[src/rtl/vga_rect_fill_master.sv]
// Rectangle fill bus master: walks the rectangle row-major and skips pixels outside the frame.
// For each visible pixel it writes Y, X, colour and a WE pulse to the VGA register bank.
module vga_rect_fill_master #(
  parameter logic [7:0] BASE_ADDR = 8'hB0,
  parameter int         H_PIXELS  = 160,
  parameter int         V_PIXELS  = 120
) (
  input  logic       CLK,
  input  logic       RESET,
  input  logic       START,
  input  logic [7:0] X0,
  input  logic [6:0] Y0,
  input  logic [7:0] WIDTH,
  input  logic [6:0] HEIGHT,
  input  logic       COLOUR,
  input  logic       BUS_GNT,
  output logic       BUS_REQ,
  output logic       BUS_OE,
  output logic [7:0] BUS_ADDR,
  output logic [7:0] BUS_DATA,
  output logic       BUS_WE,
  output logic       BUSY,
  output logic       DONE
);

  typedef enum logic [3:0] {
    S_IDLE, S_CHK, S_REQ, S_WR_Y, S_WR_X, S_WR_C, S_WE_HI, S_WE_LO, S_NEXT, S_DONE
  } state_t;

  localparam logic [8:0] H_LIM = 9'(H_PIXELS);
  localparam logic [7:0] V_LIM = 8'(V_PIXELS);

  state_t     state_r, state_nxt_s;
  logic       stall_r, stall_nxt_s;
  logic [7:0] x0_r, w_r, x_cnt_r, x_cnt_nxt_s;
  logic [6:0] y0_r, h_r, y_cnt_r, y_cnt_nxt_s;
  logic       colour_r;
  logic [8:0] px_s;
  logic [7:0] py_s;
  logic       clip_s, empty_s, last_x_s, last_s;

  logic       req_nxt_s, oe_nxt_s, we_nxt_s, busy_nxt_s, done_nxt_s;
  logic [7:0] addr_nxt_s, data_nxt_s;
  logic       bus_req_r, bus_oe_r, bus_we_r, busy_r, done_r;
  logic [7:0] bus_addr_r, bus_data_r;

  // Widened sums so X0=255 plus a column offset lands past the frame instead of wrapping.
  assign px_s     = {1'b0, x0_r} + {1'b0, x_cnt_r};
  assign py_s     = {1'b0, y0_r} + {1'b0, y_cnt_r};
  assign clip_s   = (px_s >= H_LIM) || (py_s >= V_LIM);
  assign empty_s  = (w_r == 8'd0) || (h_r == 7'd0);
  assign last_x_s = (x_cnt_r == (w_r - 8'd1));
  assign last_s   = last_x_s && (y_cnt_r == (h_r - 7'd1));

  // Next-state, counter advance and write-stall tracking.
  always_comb begin
    state_nxt_s = state_r;
    stall_nxt_s = 1'b0;
    x_cnt_nxt_s = x_cnt_r;
    y_cnt_nxt_s = y_cnt_r;
    case (state_r)
      S_IDLE: begin
        if (START) begin
          state_nxt_s = S_CHK;
          x_cnt_nxt_s = 8'd0;
          y_cnt_nxt_s = 7'd0;
        end else begin
          state_nxt_s = S_IDLE;
        end
      end
      S_CHK: begin
        if (empty_s)     state_nxt_s = S_DONE;
        else if (clip_s) state_nxt_s = S_NEXT;
        else             state_nxt_s = S_REQ;
      end
      S_REQ: begin
        if (BUS_GNT) state_nxt_s = S_WR_Y;
        else         state_nxt_s = S_REQ;
      end
      S_WR_Y, S_WR_X, S_WR_C, S_WE_HI, S_WE_LO: begin
        // A write only completes once it has been driven with the grant held.
        if (!BUS_GNT) begin
          stall_nxt_s = 1'b1;
        end else if (stall_r) begin
          stall_nxt_s = 1'b0;
        end else begin
          case (state_r)
            S_WR_Y:  state_nxt_s = S_WR_X;
            S_WR_X:  state_nxt_s = S_WR_C;
            S_WR_C:  state_nxt_s = S_WE_HI;
            S_WE_HI: state_nxt_s = S_WE_LO;
            default: state_nxt_s = S_NEXT;
          endcase
        end
      end
      S_NEXT: begin
        if (last_x_s) begin
          x_cnt_nxt_s = 8'd0;
          y_cnt_nxt_s = y_cnt_r + 7'd1;
        end else begin
          x_cnt_nxt_s = x_cnt_r + 8'd1;
        end
        if (last_s) state_nxt_s = S_DONE;
        else        state_nxt_s = S_CHK;
      end
      S_DONE:  state_nxt_s = S_IDLE;
      default: state_nxt_s = S_IDLE;
    endcase
  end

  // Output values for the coming cycle, decoded from the next state.
  always_comb begin
    req_nxt_s  = 1'b0;
    oe_nxt_s   = 1'b0;
    we_nxt_s   = 1'b0;
    addr_nxt_s = 8'h00;
    data_nxt_s = 8'h00;
    busy_nxt_s = (state_nxt_s != S_IDLE) && (state_nxt_s != S_DONE);
    done_nxt_s = (state_nxt_s == S_DONE);
    case (state_nxt_s)
      S_REQ: req_nxt_s = 1'b1;
      S_WR_Y, S_WR_X, S_WR_C, S_WE_HI, S_WE_LO: begin
        req_nxt_s = 1'b1;
        if (!stall_nxt_s) begin
          oe_nxt_s = 1'b1;
          we_nxt_s = 1'b1;
          case (state_nxt_s)
            S_WR_Y: begin addr_nxt_s = BASE_ADDR;         data_nxt_s = {1'b0, py_s[6:0]}; end
            S_WR_X: begin addr_nxt_s = BASE_ADDR + 8'd1;  data_nxt_s = px_s[7:0];         end
            S_WR_C: begin addr_nxt_s = BASE_ADDR + 8'd2;  data_nxt_s = {7'd0, colour_r};  end
            S_WE_HI: begin addr_nxt_s = BASE_ADDR + 8'd3; data_nxt_s = 8'h01;             end
            default: begin addr_nxt_s = BASE_ADDR + 8'd3; data_nxt_s = 8'h00;             end
          endcase
        end else begin
          oe_nxt_s = 1'b0;
        end
      end
      default: req_nxt_s = 1'b0;
    endcase
  end

  // State, walk counters and command latch.
  always_ff @(posedge CLK) begin
    if (RESET) begin
      state_r  <= S_IDLE;
      stall_r  <= 1'b0;
      x_cnt_r  <= 8'd0;
      y_cnt_r  <= 7'd0;
      x0_r     <= 8'd0;
      y0_r     <= 7'd0;
      w_r      <= 8'd0;
      h_r      <= 7'd0;
      colour_r <= 1'b0;
    end else begin
      state_r <= state_nxt_s;
      stall_r <= stall_nxt_s;
      x_cnt_r <= x_cnt_nxt_s;
      y_cnt_r <= y_cnt_nxt_s;
      if ((state_r == S_IDLE) && START) begin
        x0_r     <= X0;
        y0_r     <= Y0;
        w_r      <= WIDTH;
        h_r      <= HEIGHT;
        colour_r <= COLOUR;
      end
    end
  end

  // Registered bus and status outputs.
  always_ff @(posedge CLK) begin
    if (RESET) begin
      bus_req_r  <= 1'b0;
      bus_oe_r   <= 1'b0;
      bus_we_r   <= 1'b0;
      bus_addr_r <= 8'h00;
      bus_data_r <= 8'h00;
      busy_r     <= 1'b0;
      done_r     <= 1'b0;
    end else begin
      bus_req_r  <= req_nxt_s;
      bus_oe_r   <= oe_nxt_s;
      bus_we_r   <= we_nxt_s;
      bus_addr_r <= addr_nxt_s;
      bus_data_r <= data_nxt_s;
      busy_r     <= busy_nxt_s;
      done_r     <= done_nxt_s;
    end
  end

  assign BUS_REQ  = bus_req_r;
  assign BUS_OE   = bus_oe_r;
  assign BUS_WE   = bus_we_r;
  assign BUS_ADDR = bus_addr_r;
  assign BUS_DATA = bus_data_r;
  assign BUSY     = busy_r;
  assign DONE     = done_r;

endmodule
[config.mk]
export PLATFORM = sky130hd
export DESIGN_NAME = vga_rect_fill_master
export DESIGN_NICKNAME = d
export VERILOG_FILES = /design/src/rtl/vga_rect_fill_master.sv
export SDC_FILE = /design/constraint.sdc
export NUM_CORES = 1
export LEC_CHECK = 0
export CAP_MARGIN = 0
export CORE_UTILIZATION = 58
export CTS_BUF_LIST = sky130_fd_sc_hd__clkbuf_8
export DETAILED_ROUTE_END_ITERATION = 7
export PLACE_DENSITY = 0.89
export SETUP_SLACK_MARGIN = 0.5
export SYNTH_ARGS = -nofsm -noshare
export SYNTH_HDL_FRONTEND = slang
export SYNTH_SLANG_ARGS = --single-unit
[constraint.sdc]
create_clock -name CLK -period 9.05 [get_ports CLK]
set_clock_uncertainty 0.2 [all_clocks]
set_input_delay 1.81 -clock CLK [delete_from_list [all_inputs] [get_ports CLK]]
set_output_delay 1.81 -clock CLK [all_outputs]
set_load 0.02 [all_outputs]
* After elaboration in Yosys (flattened, before gate mapping) *
Cells that the tools add are included.

storage, ports and cells
  flip-flop bits (word level) = 71
  input port bits = 35
  output and inout bits = 21
  word-level logic and storage cells = 82

operators by class
  add/subtract/negate cells = 6
  order comparisons = 2
  equality and inequality tests = 20
  mux-type cells = 21
  bitwise logic cells = 1
  reductions and logical operators = 17

operators with widths
  kind                   count
  $eq A4 B3 Y1 const B   8
  $pmux W8 S4            1
  $mux W4                5
  $pmux W4 S5            1
  $eq A4 B2 Y1 const B   4
  $mux W8                2
  $pmux W4 S4            1
  $pmux W8 S2            1
  $mux W7                2
  $pmux W7 S2            1
  $reduce_or A5 Y1       2
  $add A8 B8 Y9          1
  $ge A9 B8 Y1 const B   1
  $add A7 B7 Y8          1
  $add A8 B1 Y8 const B  1
  $eq A4 B4 Y1 const B   2
  $eq A8 B8 Y1           1
  $ge A8 B7 Y1 const B   1
  $logic_not A8 Y1       1
  $sub A8 B1 Y8 const B  1
  $add A7 B1 Y7 const B  1
  $eq A7 B7 Y1           1
  $logic_not A7 Y1       1
  $sub A7 B1 Y7 const B  1
  16 further kinds       25

* Longest topological paths before layout *
  word-level depth = 10
  mapped depth = 13
  mapped depth without buffers = 11

* Least setup slack after synthesis *
OpenSTA, ideal clock, no wires.

  kind = input port to flip-flop
  start point = in BUS_GNT
  end point = reg bus_data_r[3] (netlist: BUS_DATA[3])
  library setup time = 72 ps
  data arrival time = 3133 ps
  required time = 8778 ps
  path slack = 5645 ps
  stages on the path = 8
  buffers on the path = 0
  cells stage by stage = nor2b_1 > and3_2 > xnor2_1 > nor2_1 > nand2_1 > nor2_1 > o211ai_1 > mux2i_1

on the way
  longest elaborated chain between the ends = 6
  elaborated cells on any way between the ends = 14
  classes of those cells = eq/ne (5); mux (6); bitwise (1); reduce/logical (2)

ends and longest elaborated chain
  what                                       RTL line  text
  from (decl)                                16        input logic BUS_GNT,
  $mux W4 / $mux W1 (equally long branches)  82, 77
  $pmux W4 S5                                61        case (state_r)
  $eq A4 B2 Y1 (tied with other cells)       120, 127
  $reduce_or A5 Y1                           120       case (state_nxt_s)
  $not A1 Y1 (no source line)                n/a
  $reduce_or A3 Y1 (no source line)          n/a
  to (signal assigned)                       184       bus_data_r <= data_nxt_s;
  to (decl)                                  45        logic [7:0] bus_addr_r, bus_data_r;

Several ways; a longest one is shown, not always the timed one.
A chain may end at the register's enable or synchronous reset.

* Worst setup path in the final report *
  start point = in BUS_GNT
  end point = reg bus_data_r[4] (netlist: BUS_DATA[4])

Same word-level chain as after synthesis.

==> results.txt <==
Synth cell count leaders -> nand2_1, dfxtp_1, a21oi_1
Post-Layout Cell Count -> 620
Drt via density -> 5.90
Post-route ant nets -> 0
Largest net degree at the start of global routing -> 57
Ys async rst share -> 0%
Ys Warns -> 0
Drt initial violations -> 203
Most common cell in the netlist -> nand2_1
Dpl cells -> 604
CTS Hold Bufs -> 0
First-pass GRT wire length -> 15.5 mm
# fillers -> 527
Seq/Total Area, Yosys -> 32.8%
WP data required -> 9.11 ns
Clock slew seen by the registers of the worst setup and hold paths -> 0.07 ns
Number of synthesized flops with an enable pin -> 0
Post_cts resized -> 0
Global placer's final weighted congestion -> 0.895
CTS buffer count -> 9
HPWL Detailed -> 6.49 mm
Mapped Cells -> 497
Final hold vios -> 0
Drc violations -> 0
Sw frac -> 38.4%
Count of TritonRoute iterations in the first routing pass -> 5
Max-slew violations -> 0
Initial antenna violation count -> 0
Synth Flop Type -> dfxtp_1
Avg Inst Size Synth -> 8.10 um^2
Crit-path max FO -> 7
Min-Delay Path Depth -> 2
# setup viols final -> 0
Vias in the first global route -> 3428
Cell internal pwr -> 603 uW
Fin nets -> 592
Largest cells by area after synthesis -> dfxtp_1, nand2_1, ha_1
Min Tclk post-route -> 4.08 ns
Die width -> 85.3 um
MaxCap Viol Count -> 0
Achievable Freq -> 245 MHz
Clk pwr share -> 23.7%
CTS tree -> done
Row count -> 30
Switching power -> 376 uW
Netlist cell types -> 70
Final period util -> 45.1%
Crit path kind -> primary input to flip-flop
Area grow syn2layout -> 15.3%
Routed vias -> 3659
Post-Route WL -> 9.14 mm
Overflow after GRT -> 0
Final hold slack -> 0.269 ns
Min-delay worst type -> flip-flop to flip-flop
Lkg Pwr -> 1.81 nW
Clock root cell -> clkbuf_8
CTS Sinks -> 66
CP Data Arrival Time -> 4.15 ns
Comb power frac -> 38.5%
Maximum vdd drop -> 0.114 mV
Core Area -> 6760 um^2
Die ar. -> 7280 um^2
Final setup TNS -> 0 ns
H-tree depth -> 3
Fraction of layout cells with a size suffix above 1 -> 7.96%
RSZ-0062 raised after global routing -> false
IO Pins -> 56
Avg WL per Cell -> 14.7 um
Worst-Margin Slew -> 1.03 ns
Worst-skew pair later-pin latency -> 0.34 ns
Diodes inserted -> 0
Setup Buffers After CTS -> 0
Worst-case clock buffer depth -> 2
Worst Setup Start Kind -> primary input
Pwr Density -> 211 nW/um^2
Area leader, netlist -> dfxtp_1
Die Y -> 85.3 um
Outcome -> finished clean
Slew headroom -> 31.6%
Path depth of the worst reg2reg path -> 10
Sequential power share -> 37.8%
#FFs+latches synth -> 66
Port bufs -> 52
Crit path capture type -> flip-flop
Starting Density -> 59.6%
GRT Total Usage -> 26.7%
Top-area cell type share of the netlist area -> 32.8%
Synthesized area -> 4030 um^2
[final timing paths]
check                           slack [ns]     endpoint       start
worst max-delay path                  4.97  BUS_DATA[4]     BUS_GNT
worst min-delay path                  0.27      x0_r[6]     x0_r[6]
worst max register to register        5.62  BUS_ADDR[0]  x_cnt_r[0]
worst min register to register        0.27      x0_r[6]     x0_r[6]
[area by class of cell]
class / instances / area (um^2) / area share, %
multi-input combinational: 389 / 2450 / 52.9
sequential: 66 / 1320 / 28.5
timing repair buffer: 54 / 531 / 11.4
clock buffer: 9 / 124 / 2.67
tap: 80 / 100 / 2.16
inverter: 15 / 56.3 / 1.21
clock inverter: 7 / 55.1 / 1.19
[power groups by stage]
stage	combinational [mW]	sequential (mW)	clock [mW]
after floorplan	0.292	0.365	0
after global placement	0.361	0.374	0
after detailed placement	0.371	0.376	0
after CTS	0.376	0.369	0.233
after global routing	0.415	0.375	0.249
final	0.377	0.370	0.231
[through the flow]
step / utilization (%) / worst slack (ns) / area [um^2] / total power [mW]
final: 68.7 / 4.97 / 4640 / 0.979
after global routing: 68.7 / 4.73 / 4640 / 1.04
after CTS: 68.7 / 5.03 / 4640 / 0.978
after detailed placement: 66.1 / 4.71 / 4460 / 0.747
after global placement: 66.1 / 4.91 / 4460 / 0.736
after floorplan: - / 5.65 / 4030 / 0.657
[logic make-up after synthesis]
| kind of cell | synth area share [%] |
|---|---|
| simple gates | 25.8 |
| compound gates | 19.8 |
| flops | 32.8 |
| buf+inv | 6.40 |
| xor+xnor | 6.31 |
| fa+ha+maj | 7.21 |
| mux | 1.52 |
| other cells | 0.0931 |
[state kept, by name, summed over array words and instances, names as in the netlist]
signal    cells
BUSY          1
BUS_DATA      8
h_r           7
x_cnt_r       8
w_r           8
y_cnt_r       7
colour_r      1
x0_r          8
BUS_ADDR      3
DONE          1
state_r       4
BUS_WE        1
stall_r       1
BUS_REQ       1
y0_r          7
[per-layer routing]
layer	wire length [um]	track usage (%)	up-vias
met5	0	0	-
li1	-	-	1814
met3	469	5.84	20
met4	195	10.8	0
met1	3990	32.1	1714
met2	4490	46.5	111
[critical path, stage by stage]
cell and delay, ns:
clkdlybuf4s50_1 0.52, nor2b_1 0.26, and3_2 0.27, xnor2_1 0.09, nor2_1 0.26, nand2_1 0.20
nor2_1 0.38, o211ai_1 0.19, mux2i_1 0.17
[placed cells by master (no fill, tap or decap), types with 6 or more instances in the layout]
cell type / instances
a21oi_1: 48
a31oi_1: 6
and3_1: 6
clkbuf_8: 9
clkdlybuf4s50_1: 51
dfxtp_1: 66
ha_1: 20
inv_1: 18
nand2_1: 85
nand3_1: 9
nand4_1: 6
nor2_1: 31
nor2b_1: 7
nor3_1: 18
o21ai_0: 23
xnor2_1: 18
xor2_1: 11
Note: power is estimated with default switching activity, not from simulation.
